File: config.mk
export PLATFORM = sky130hd
export DESIGN_NAME = audio_deserializer_flat
export DESIGN_NICKNAME = d
export VERILOG_FILES = /design/src/rtl/audio_pkg.sv /design/src/rtl/audio_deserializer_if.sv /design/src/rtl/audio_deserializer_bit_tick_gen.sv /design/src/rtl/audio_deserializer.sv /design/src/flat_wrapper.sv
export SDC_FILE = /design/constraint.sdc
export NUM_CORES = 1
export LEC_CHECK = 0
export CORE_MARGIN = 4
export CORE_UTILIZATION = 51
export CTS_CLUSTER_DIAMETER = 200
export DETAILED_ROUTE_END_ITERATION = 16
export PLACE_DENSITY = 0.84
export SYNTH_ARGS = -nofsm -noshare
export SYNTH_HDL_FRONTEND = slang
export SYNTH_HIERARCHICAL = 1
export SYNTH_SLANG_ARGS = --single-unit
File: constraint.sdc
create_clock -name clock_i -period 1.84 [get_ports clock_i]
set_input_delay 0.276 -clock clock_i [delete_from_list [all_inputs] [get_ports clock_i]]
set_output_delay 0.276 -clock clock_i [all_outputs]
set_load 0.02 [all_outputs]
File: src/rtl/audio_pkg.sv
// -----------------------------------------------------------------------------
// audio_pkg
// Shared definitions for the audio playback path.
//   WORD_LENGTH          : bits per clip-memory sample word
//   BIT_PERIOD_DEFAULT   : default clock cycles per serial output bit
//   deserializer_state_t : audio_deserializer control states
// -----------------------------------------------------------------------------
package audio_pkg;

    localparam int WORD_LENGTH        = 16;
    localparam int BIT_PERIOD_DEFAULT = 50;

    typedef enum logic [1:0] {
        ST_IDLE  = 2'd0,
        ST_FETCH = 2'd1,
        ST_SHIFT = 2'd2,
        ST_STALL = 2'd3
    } deserializer_state_t;

endpackage

File: src/rtl/audio_deserializer_if.sv
// -----------------------------------------------------------------------------
// audio_deserializer_if
// Word fetch handshake between the deserializer and the clip memory bank.
//   word_req   : one-cycle request for the next sample word (deserializer -> memory)
//   word       : sample word (memory -> deserializer), meaningful with word_valid
//   word_valid : word carries the answer to the outstanding request
// Modports: master = deserializer side, slave = memory side.
// -----------------------------------------------------------------------------
interface audio_deserializer_if #(
    parameter int WORD_LENGTH = audio_pkg::WORD_LENGTH
);
    logic                   word_req;
    logic [WORD_LENGTH-1:0] word;
    logic                   word_valid;

    modport master (output word_req, input word, input word_valid);
    modport slave  (input word_req, output word, output word_valid);
endinterface

File: src/rtl/audio_deserializer_bit_tick_gen.sv
// -----------------------------------------------------------------------------
// bit_tick_gen
// Free-running modulo-BIT_PERIOD counter with synchronous clear.
//   clock_i, reset_i : clock, synchronous active-high reset
//   clear_i          : hold the counter at 0 (bit slot restarts when released)
//   tick_o           : high in the last cycle of each bit slot
//   pre_tick_o       : high in the cycle before tick_o (BIT_PERIOD >= 2)
// -----------------------------------------------------------------------------
module bit_tick_gen #(
    parameter int BIT_PERIOD = 50
) (
    input  logic clock_i,
    input  logic reset_i,
    input  logic clear_i,
    output logic tick_o,
    output logic pre_tick_o
);
    localparam int CNT_W = (BIT_PERIOD > 2) ? $clog2(BIT_PERIOD) : 1;
    localparam logic [CNT_W-1:0] CNT_LAST = CNT_W'(BIT_PERIOD - 1);
    localparam logic [CNT_W-1:0] CNT_PRE  = CNT_W'(BIT_PERIOD - 2);

    logic [CNT_W-1:0] count_q, count_d;

    always_comb begin
        count_d = count_q + 1'b1;
        if (clear_i || (count_q == CNT_LAST)) begin
            count_d = '0;
        end
    end

    assign tick_o     = !clear_i && (count_q == CNT_LAST);
    assign pre_tick_o = !clear_i && (count_q == CNT_PRE);

    always_ff @(posedge clock_i) begin
        if (reset_i) begin
            count_q <= '0;
        end else begin
            count_q <= count_d;
        end
    end
endmodule

File: src/rtl/audio_deserializer.sv
// -----------------------------------------------------------------------------
// audio_deserializer
// Fetches sample words from clip memory (one word prefetched) and shifts them
// out MSB-first as a 1-bit audio stream, BIT_PERIOD cycles per bit.
//   clock_i, reset_i   : clock, synchronous active-high reset
//   enable_i           : playback enable (level); low returns to IDLE next cycle
//   mem                : word request / word / valid handshake (master side)
//   audio_o            : serial audio bit
//   audio_sd_o         : amplifier shutdown-not, 1 while playing or stalled
//   done_o             : pulse in the final cycle of each consumed word
//   underrun_o         : sticky, a word ended with nothing ready to follow it
//   underrun_count_o   : saturating underrun event count (only with
//                        DESERIALIZER_UNDERRUN_COUNT_EN defined)
// Optional feature macro: DESERIALIZER_UNDERRUN_COUNT_EN
// -----------------------------------------------------------------------------
module audio_deserializer #(
    parameter int WORD_LENGTH = audio_pkg::WORD_LENGTH,
    parameter int BIT_PERIOD  = audio_pkg::BIT_PERIOD_DEFAULT
) (
    input  logic                clock_i,
    input  logic                reset_i,
    input  logic                enable_i,
    audio_deserializer_if.master mem,
    output logic                audio_o,
    output logic                audio_sd_o,
    output logic                done_o,
    output logic                underrun_o
`ifdef DESERIALIZER_UNDERRUN_COUNT_EN
    ,
    output logic [7:0]          underrun_count_o
`endif
);
    import audio_pkg::*;

    localparam int IDX_W = $clog2(WORD_LENGTH);
    localparam logic [IDX_W-1:0] IDX_MSB = IDX_W'(WORD_LENGTH - 1);

    deserializer_state_t    state_q, state_d;
    logic [WORD_LENGTH-1:0] shift_q, shift_d, buf_q, buf_d;
    logic [IDX_W-1:0]       idx_q, idx_d;
    logic buf_vld_q, buf_vld_d, outst_q, outst_d;
    logic req_q, req_d, audio_q, audio_d, sd_q, sd_d;
    logic done_q, done_d, underrun_q, underrun_d;
    logic tick, pre_tick, accept, load;

    // The bit slot counter only runs while shifting; it sits at 0 otherwise,
    // so a freshly loaded word always gets a full first bit.
    bit_tick_gen #(.BIT_PERIOD(BIT_PERIOD)) u_bit_tick_gen (
        .clock_i    (clock_i),
        .reset_i    (reset_i),
        .clear_i    (state_q != ST_SHIFT),
        .tick_o     (tick),
        .pre_tick_o (pre_tick)
    );

    // Responses without an outstanding request are ignored.
    assign accept = mem.word_valid && outst_q;

    always_ff @(posedge clock_i) begin
        if (reset_i) begin
            state_q <= ST_IDLE;
        end else begin
            state_q <= state_d;
        end
    end

    always_comb begin
        state_d = state_q;
        if (!enable_i) begin
            state_d = ST_IDLE;
        end else begin
            case (state_q)
                ST_IDLE:  state_d = ST_FETCH;
                ST_FETCH: if (accept) state_d = ST_SHIFT;
                ST_SHIFT: if (tick && (idx_q == '0) && !buf_vld_q && !accept) state_d = ST_STALL;
                ST_STALL: if (accept) state_d = ST_SHIFT;
                default:  state_d = ST_IDLE;
            endcase
        end
    end

    // Shift register, prefetch buffer and request bookkeeping.
    always_comb begin
        shift_d    = shift_q;
        idx_d      = idx_q;
        buf_d      = buf_q;
        buf_vld_d  = buf_vld_q;
        outst_d    = outst_q;
        underrun_d = underrun_q;
        req_d      = 1'b0;
        load       = 1'b0;
        if (!enable_i) begin
            shift_d   = '0;
            idx_d     = '0;
            buf_vld_d = 1'b0;
            outst_d   = 1'b0;
        end else begin
            case (state_q)
                ST_IDLE: begin
                    underrun_d = 1'b0;
                    req_d      = 1'b1;
                    outst_d    = 1'b1;
                end
                ST_FETCH, ST_STALL: begin
                    if (accept) begin
                        shift_d = mem.word;
                        idx_d   = IDX_MSB;
                        outst_d = 1'b0;
                        load    = 1'b1;
                    end
                end
                ST_SHIFT: begin
                    if (accept) begin
                        buf_d     = mem.word;
                        buf_vld_d = 1'b1;
                        outst_d   = 1'b0;
                    end
                    if (tick) begin
                        if (idx_q != '0) begin
                            shift_d = shift_q << 1;
                            idx_d   = idx_q - 1'b1;
                        end else if (buf_vld_q) begin
                            shift_d   = buf_q;
                            idx_d     = IDX_MSB;
                            buf_vld_d = 1'b0;
                            load      = 1'b1;
                        end else if (accept) begin
                            // Word arrived exactly at the boundary: bypass the buffer.
                            shift_d   = mem.word;
                            idx_d     = IDX_MSB;
                            buf_vld_d = 1'b0;
                            load      = 1'b1;
                        end else begin
                            underrun_d = 1'b1;
                        end
                    end
                end
                default: ;
            endcase
            // Request issued on the load edge so it is visible in the first
            // cycle of the new word; at most one per word.
            if (load && !buf_vld_d && !outst_d) begin
                req_d   = 1'b1;
                outst_d = 1'b1;
            end
        end
    end

    // Registered outputs derived from the next state. done_o looks one cycle
    // ahead (pre_tick) so the pulse lands in the word's final cycle.
    always_comb begin
        audio_d = (state_d == ST_SHIFT) && shift_d[WORD_LENGTH-1];
        sd_d    = (state_d == ST_SHIFT) || (state_d == ST_STALL);
        done_d  = enable_i && (state_q == ST_SHIFT) && (idx_q == '0) && pre_tick;
    end

    always_ff @(posedge clock_i) begin
        if (reset_i) begin
            shift_q    <= '0;
            idx_q      <= '0;
            buf_q      <= '0;
            buf_vld_q  <= 1'b0;
            outst_q    <= 1'b0;
            req_q      <= 1'b0;
            audio_q    <= 1'b0;
            sd_q       <= 1'b0;
            done_q     <= 1'b0;
            underrun_q <= 1'b0;
        end else begin
            shift_q    <= shift_d;
            idx_q      <= idx_d;
            buf_q      <= buf_d;
            buf_vld_q  <= buf_vld_d;
            outst_q    <= outst_d;
            req_q      <= req_d;
            audio_q    <= audio_d;
            sd_q       <= sd_d;
            done_q     <= done_d;
            underrun_q <= underrun_d;
        end
    end

    assign mem.word_req = req_q;
    assign audio_o      = audio_q;
    assign audio_sd_o   = sd_q;
    assign done_o       = done_q;
    assign underrun_o   = underrun_q;

`ifdef DESERIALIZER_UNDERRUN_COUNT_EN
    logic [7:0] underrun_count_q, underrun_count_d;

    always_comb begin
        underrun_count_d = underrun_count_q;
        if ((state_q == ST_IDLE) && (state_d == ST_FETCH)) begin
            underrun_count_d = '0;
        end else if ((state_q == ST_SHIFT) && (state_d == ST_STALL) && (underrun_count_q != 8'hFF)) begin
            underrun_count_d = underrun_count_q + 8'd1;
        end
    end

    always_ff @(posedge clock_i) begin
        if (reset_i) begin
            underrun_count_q <= '0;
        end else begin
            underrun_count_q <= underrun_count_d;
        end
    end

    assign underrun_count_o = underrun_count_q;
`endif
endmodule
File: src/flat_wrapper.sv
// flat-port wrapper written by rule: the top's interface ports become plain ports
module audio_deserializer_flat import audio_pkg::*;
#(
    parameter int WORD_LENGTH = audio_pkg::WORD_LENGTH,
    parameter int BIT_PERIOD  = audio_pkg::BIT_PERIOD_DEFAULT
)
  (clock_i, reset_i, enable_i, audio_o, audio_sd_o, done_o, underrun_o, mem_word_req, mem_word, mem_word_valid);
  audio_deserializer_if #(.WORD_LENGTH(WORD_LENGTH)) mem_i ();
  input  logic clock_i;
  input  logic reset_i;
  input  logic enable_i;
  output logic audio_o;
  output logic audio_sd_o;
  output logic done_o;
  output logic underrun_o;
  output wire logic [$bits(mem_i.word_req)-1:0] mem_word_req;
  input wire logic [$bits(mem_i.word)-1:0] mem_word;
  input wire logic [$bits(mem_i.word_valid)-1:0] mem_word_valid;
  assign mem_word_req = mem_i.word_req;
  assign mem_i.word = mem_word;
  assign mem_i.word_valid = mem_word_valid;
  audio_deserializer #(.WORD_LENGTH(WORD_LENGTH), .BIT_PERIOD(BIT_PERIOD)) u_core (.clock_i(clock_i), .reset_i(reset_i), .enable_i(enable_i), .mem(mem_i), .audio_o(audio_o), .audio_sd_o(audio_sd_o), .done_o(done_o), .underrun_o(underrun_o));
endmodule
==> summary.md <==
| Metric | Value |
|---|---|
| Post-route DRC | `0` |
| Skew final | `0.00509 ns` |
| Worst-path clk slew | `0.09 ns` |
| Number of global-route vias before repair | `2327` |
| Most frequent cell after synthesis | `dfxtp_1` |
| HPWL Detailed | `4410 um` |
| RSZ-0062 raised after global routing | `true` |
| Post-detailed-routing wire length | `6560 um` |
| Global-route wire length before repair | `10600 um` |
| Pwr Density | `601 mW/mm^2` |
| Chip height | `80.8 um` |
| Commonest cells post-synth | `dfxtp_1, a21oi_1, nor2_1` |
| Post-synth top area share | `37.8%` |
| Die W | `80.8 um` |
| Crit-path max FO | `4` |
| Largest cells by area after synthesis | `dfxtp_1, a21oi_1, mux2_2` |
| Worst min path class | `reg2reg` |
| WHS | `0.494 ns` |
| Max Slew Vio Count | `0` |
| Clock buffer depth | `2` |
| Arr. time, crit path | `2.01 ns` |
| Core footprint | `0.00511 mm^2` |
| Reg2Reg Setup Slack | `0.03 ns` |
| Total track usage | `20.6%` |
| Total Power | `1.99 mW` |
| Critical Path RT | `2.04 ns` |
| R2R depth | `7` |
| Clock root buffer | `clkbuf_8` |
| Iter 0 DRT Violations | `247` |
| Drt pass-1 iters | `4` |
| Final hold vios | `0` |
| Post-synthesis to final-layout area growth | `22.3%` |
| Non-Filler Instances | `415` |
| Status | `finished clean` |
| ANT cells | `0` |
| Reg-to-Reg End | `u_core/underrun_o` |
| H-tree depth | `2` |
| Crit path from | `u_core/u_bit_tick_gen/count_q[2]` |
| Syn. warnings | `6` |
| Largest net degree at the start of global routing | `29` |
| Synth cell types | `48` |
| Antenna violations before repair | `0` |
| Minimum clock period | `1.81 ns` |
| Rel. slew slack | `73.1%` |
| Worst setup EP type | `register` |
| Core Rows | `26` |
| Total gr overflow | `0` |
| Max-Cap Viols | `0` |
| Layout cell share with drive strength beyond 1 | `24.3%` |
| Drt wl/cell | `15.8 um` |
| CTS tree | `built` |
| Yosys top cell by area | `dfxtp_1` |
| Die ar. | `0.00653 mm^2` |
| Netlist Area Pre-Place | `0.00270 mm^2` |
| Later-pin clock latency in the skew report | `0.31 ns` |
| Achievable frequency | `552 MHz` |
| Post-synth ARST share | `0%` |
| CTS sink count | `51` |
| Crit Reg-Reg Startpoint | `u_core/u_bit_tick_gen/count_q[2]` |
| Cell total after placement | `405` |
| Post-synth EDFFs | `0` |
| Vias post-DR | `2405` |
| Synthesized Nets | `331` |
| Worst-Margin Slew | `0.404 ns` |
| Final worst-path cycle share | `98.4%` |
| Mapped Avg Cell Area | `8.83 um^2` |
| Fin nets | `369` |
| Synthesized flop and latch total | `51` |
| # IOs | `25` |
| Gate Count Post-Synth | `306` |
| Worst-case vdd ir drop | `0.327 mV` |
| CTS Buf Count | `5` |
| Initial Util | `52.9%` |
| Seq/Total Area, Yosys | `37.8%` |
| Setup crit start kind | `register` |
| Avg Vias per Cell | `5.80` |
| Critical path class | `reg2reg` |
| Final setup vio count | `0` |
| GP Congestion | `0.934` |
| ANT nets after route | `0` |
| Leakage power | `1.32 nW` |
| PortBufs | `24` |
| Top FF cell, synth | `dfxtp_1` |
| # hold bufs at CTS | `0` |
| Critical path destination | `u_core/underrun_o` |
==> through the flow <==
| step | setup TNS, ns | util, % | worst slack (ns) | instance area, um^2 |
|---|---|---|---|---|
| floorplan | 0 | - | 0.0316 | 2700 |
| CTS | 0 | 63.1 | 0.0404 | 3220 |
| global placement | 0 | 61.1 | 0.0695 | 3120 |
| detailed placement | -0.0634 | 61.1 | -0.0299 | 3120 |
| global route | -0.118 | 64.7 | -0.0686 | 3300 |
| finish | 0 | 64.7 | 0.0296 | 3300 |
==> flip-flops by register name, summed over array words and instances (netlist names), 2 cells and up <==
name,cells
u_core/buf_q,16
u_core/shift_q,16
u_core/u_bit_tick_gen/count_q,6
u_core/idx_q,4
u_core/state_q,2
==> report_power, final <==
| group | switching, mW | internal, mW |
|---|---|---|
| sequential | 0.0123 | 1.12 |
| combinational | 0.106 | 0.111 |
| clock | 0.373 | 0.267 |
==> worst min path at each step <==
stage                                      from                                to  slack (ns)  cells past startpoint
3_5_place_dp   u_core/u_bit_tick_gen/count_q[0]  u_core/u_bit_tick_gen/count_q[0]        0.48                      1
4_1_cts        u_core/u_bit_tick_gen/count_q[5]  u_core/u_bit_tick_gen/count_q[5]        0.50                      2
6_report       u_core/u_bit_tick_gen/count_q[5]  u_core/u_bit_tick_gen/count_q[5]        0.49                      2
2_1_floorplan                       mem_word[0]                   u_core/buf_q[0]        0.42                      2
3_3_place_gp   u_core/u_bit_tick_gen/count_q[0]  u_core/u_bit_tick_gen/count_q[0]        0.46                      1
5_1_grt        u_core/u_bit_tick_gen/count_q[5]  u_core/u_bit_tick_gen/count_q[5]        0.53                      2
==> critical path: stages, from the launching register on <==
cell	delay, ns
dfxtp_4	0.37
nor4bb_4	0.28
nand2_1	0.08
nor2_1	0.10
buf_4	0.15
nor4bb_4	0.31
a31oi_1	0.15
a211oi_1	0.26
==> cell type report <==
type / count / area [um^2]
clock inverter: 2 / 12.5
sequential: 51 / 1030
tap: 70 / 87.6
inverter: 22 / 82.6
timing repair buffer: 52 / 479
fill: 417 / 1800
clock buffer: 6 / 72.6
multi-input combinational: 212 / 1540
==> cells in the final DEF (no fill, tap or decap), types with 2 or more instances in the layout <==
master           count
dfxtp_1             48
a21oi_1             36
nor2_1              33
buf_4               25
clkdlybuf4s50_1     24
inv_1               21
o21ai_1             16
mux2i_1             16
mux2_2              15
a21oi_2             14
o221ai_1            14
nand3_1              8
nand2_1              7
clkbuf_8             5
a211oi_1             5
o21ai_0              5
ha_1                 5
nor2b_1              3
nand2b_1             3
o211ai_1             2
a31oi_1              2
nor4bb_4             2
nor3_1               2
buf_12               2
xor2_1               2
dfxtp_2              2
==> repair_timing <==
| action | CTS | global route |
|---|---|---|
| endpoints found under the hold margin | 0 | 0 |
| resized for setup | 4 | 14 |
| setup buffers | 0 | 2 |
| pin swaps | 1 | 5 |
| endpoints found under the setup margin | 3 | 11 |
| gates cloned | 0 | 0 |
==> cells by family after synthesis <==
logic type,share of synthesized area (%)
multiplexers,12.2
buffers and inverters,7.78
AO/OA/AOI/OAI,24.5
XOR/XNOR,0.973
adder cells (fa/ha/maj),2.32
AND/OR/NAND/NOR,14.5
flip-flops,37.8
==> metal layers <==
metal | GRT usage [%] | vias up | share of wire, %
met5 | 0 | - | 0
met2 | 33.6 | 84 | 49
met4 | 9.29 | 0 | 3.0
li1 | - | 1175 | -
met1 | 26.3 | 1127 | 43
met3 | 3.88 | 19 | 5.8
Power figures use the tool's default switching activity.
==> RTL edit (same flow settings) <==
`WORD_LENGTH`: 16 -> 32.
--- a/src/rtl/audio_pkg.sv
+++ b/src/rtl/audio_pkg.sv
@@ -9,3 +9,3 @@
 
-    localparam int WORD_LENGTH        = 16;
+    localparam int WORD_LENGTH        = 32;
     localparam int BIT_PERIOD_DEFAULT = 50;
Interface: changed (resized mem_word); port bits go from 25 to 41. The function was not compared with the original's and may differ.
==> RTL edit against the unedited design <==
The flow now finishes with violations (negative setup slack); worst hold slack got worse by 37 ps; cell area up 68%; first-iteration DRC count rose by 100%; wire length is 100% higher; area after synthesis increased by 64%; setup slack lost 42 ps; total power rose by 72%; sequential cell count up 33; critical endpoint is now u_core/idx_q[3]; largest cell class unchanged; highest routed layer unchanged.
==> RTL edit: results (changes against the unedited design) <==
- Met3 Routed Length: 1060 um (+180%)
- Post-DP HPWL: 7880 um (+79%)
- Crit-path max FO: 5 (+1)
- Main area contributors after synthesis: dfxtp_1 (38%), a21oi_1 (11%), mux2_2 (7.4%), nand2_1 (6.3%), a21oi_2 (5.9%)
- Sw Ratio: 26.9% (+2.2 points)
- Pre-CTS WS: -197 ps (-167 ps)
- Largest registers: u_core/buf_q: 32 flops, u_core/shift_q: 32 flops, u_core/u_bit_tick_gen/count_q: 6 flops
- Area share of fa/ha/maj cells after synthesis: 1.42% (-0.90 points)
- Arr. time, crit path: 2120 ps (+110 ps)
- Setup-failing EPs final: 2 (+2)
- Violations in the final reports: negative setup slack
- Vias in the first global route: 4332 (+86%)
- Iter 0 DRT Violations: 504 (+100%)
- Routed vias/inst: 6.23 (+7.6%)
- DR WL met2: 6440 um (+100%)
- Post-detailed-route wirelength per cell: 18.3 um (+16%)
- Final Non-Filler Cells: 720 (+73%)
- Setup slack after layout: -12.0 ps (-41.6 ps)
- IO Port Bufs: 40 (+67%)
- PostCTS Resize Cnt: 10 (+6)
- Final net count: 651 (+76%)
- Final Wtd Congestion: 0.910 (-2.5%)
- Status: complete, but fails checks
- Slew headroom: 69.5% (-3.6 points)
- Worst Reg-to-Reg Cells: 8 (+1)
- Fin Setup TNS: -16.9 ps (-16.9 ps)
==> RTL edit: cell types whose count changed in the layout (fill, tap and decap cells not counted), moves of 20 or more <==
cell / delta
a21oi_1: +60
a21oi_2: +21
buf_4: +20
dfxtp_1: +32
nand2_1: +66
nor2_1: -21
==> RTL edit: metal layers <==
metal | up-vias | global-route usage [%]
met4 | 0 | 11.1
met3 | 56 | 4.08
met2 | 252 | 41.1
met5 | - | 0
li1 | 2066 | -
met1 | 2115 | 31.8
==> RTL edit: cells by family after synthesis <==
kind of cell	after synthesis
muxes	29
and+or+nand+nor	125
adders and majority gates	5
buffers and inverters	87
DFF	84
AOI/OAI and AO/OA	216
xor gates and xnor gates	3
==> RTL edit: worst max path at each step <==
stage / to / start
2_1_floorplan: u_core/idx_q[3] / u_core/u_bit_tick_gen/count_q[3]
3_3_place_gp: u_core/shift_q[29] / u_core/idx_q[0]
3_5_place_dp: u_core/shift_q[27] / u_core/idx_q[0]
4_1_cts: u_core/outst_q / u_core/u_bit_tick_gen/count_q[3]
5_1_grt: u_core/shift_q[19] / u_core/u_bit_tick_gen/count_q[2]
6_report: u_core/idx_q[3] / u_core/u_bit_tick_gen/count_q[2]
==> RTL edit: cell type report <==
| class | count | share of cell area (%) |
|---|---|---|
| Multi-Input combinational cell | 379 | 44.6 |
| Sequential cell | 84 | 30.4 |
| Inverter | 39 | 2.64 |
| Tap cell | 105 | 2.37 |
| Timing Repair Buffer | 97 | 16.7 |
| Clock inverter | 7 | 1.10 |
| Clock buffer | 9 | 2.23 |
==> RTL edit: critical path, delay by kind of cell, from the launching register on <==
kind / cells / cell delay [ps]
AND/OR/NAND/NOR: 6 / 1100
flip-flops: 1 / 350
buffers and inverters: 1 / 160
AO/OA/AOI/OAI: 1 / 130
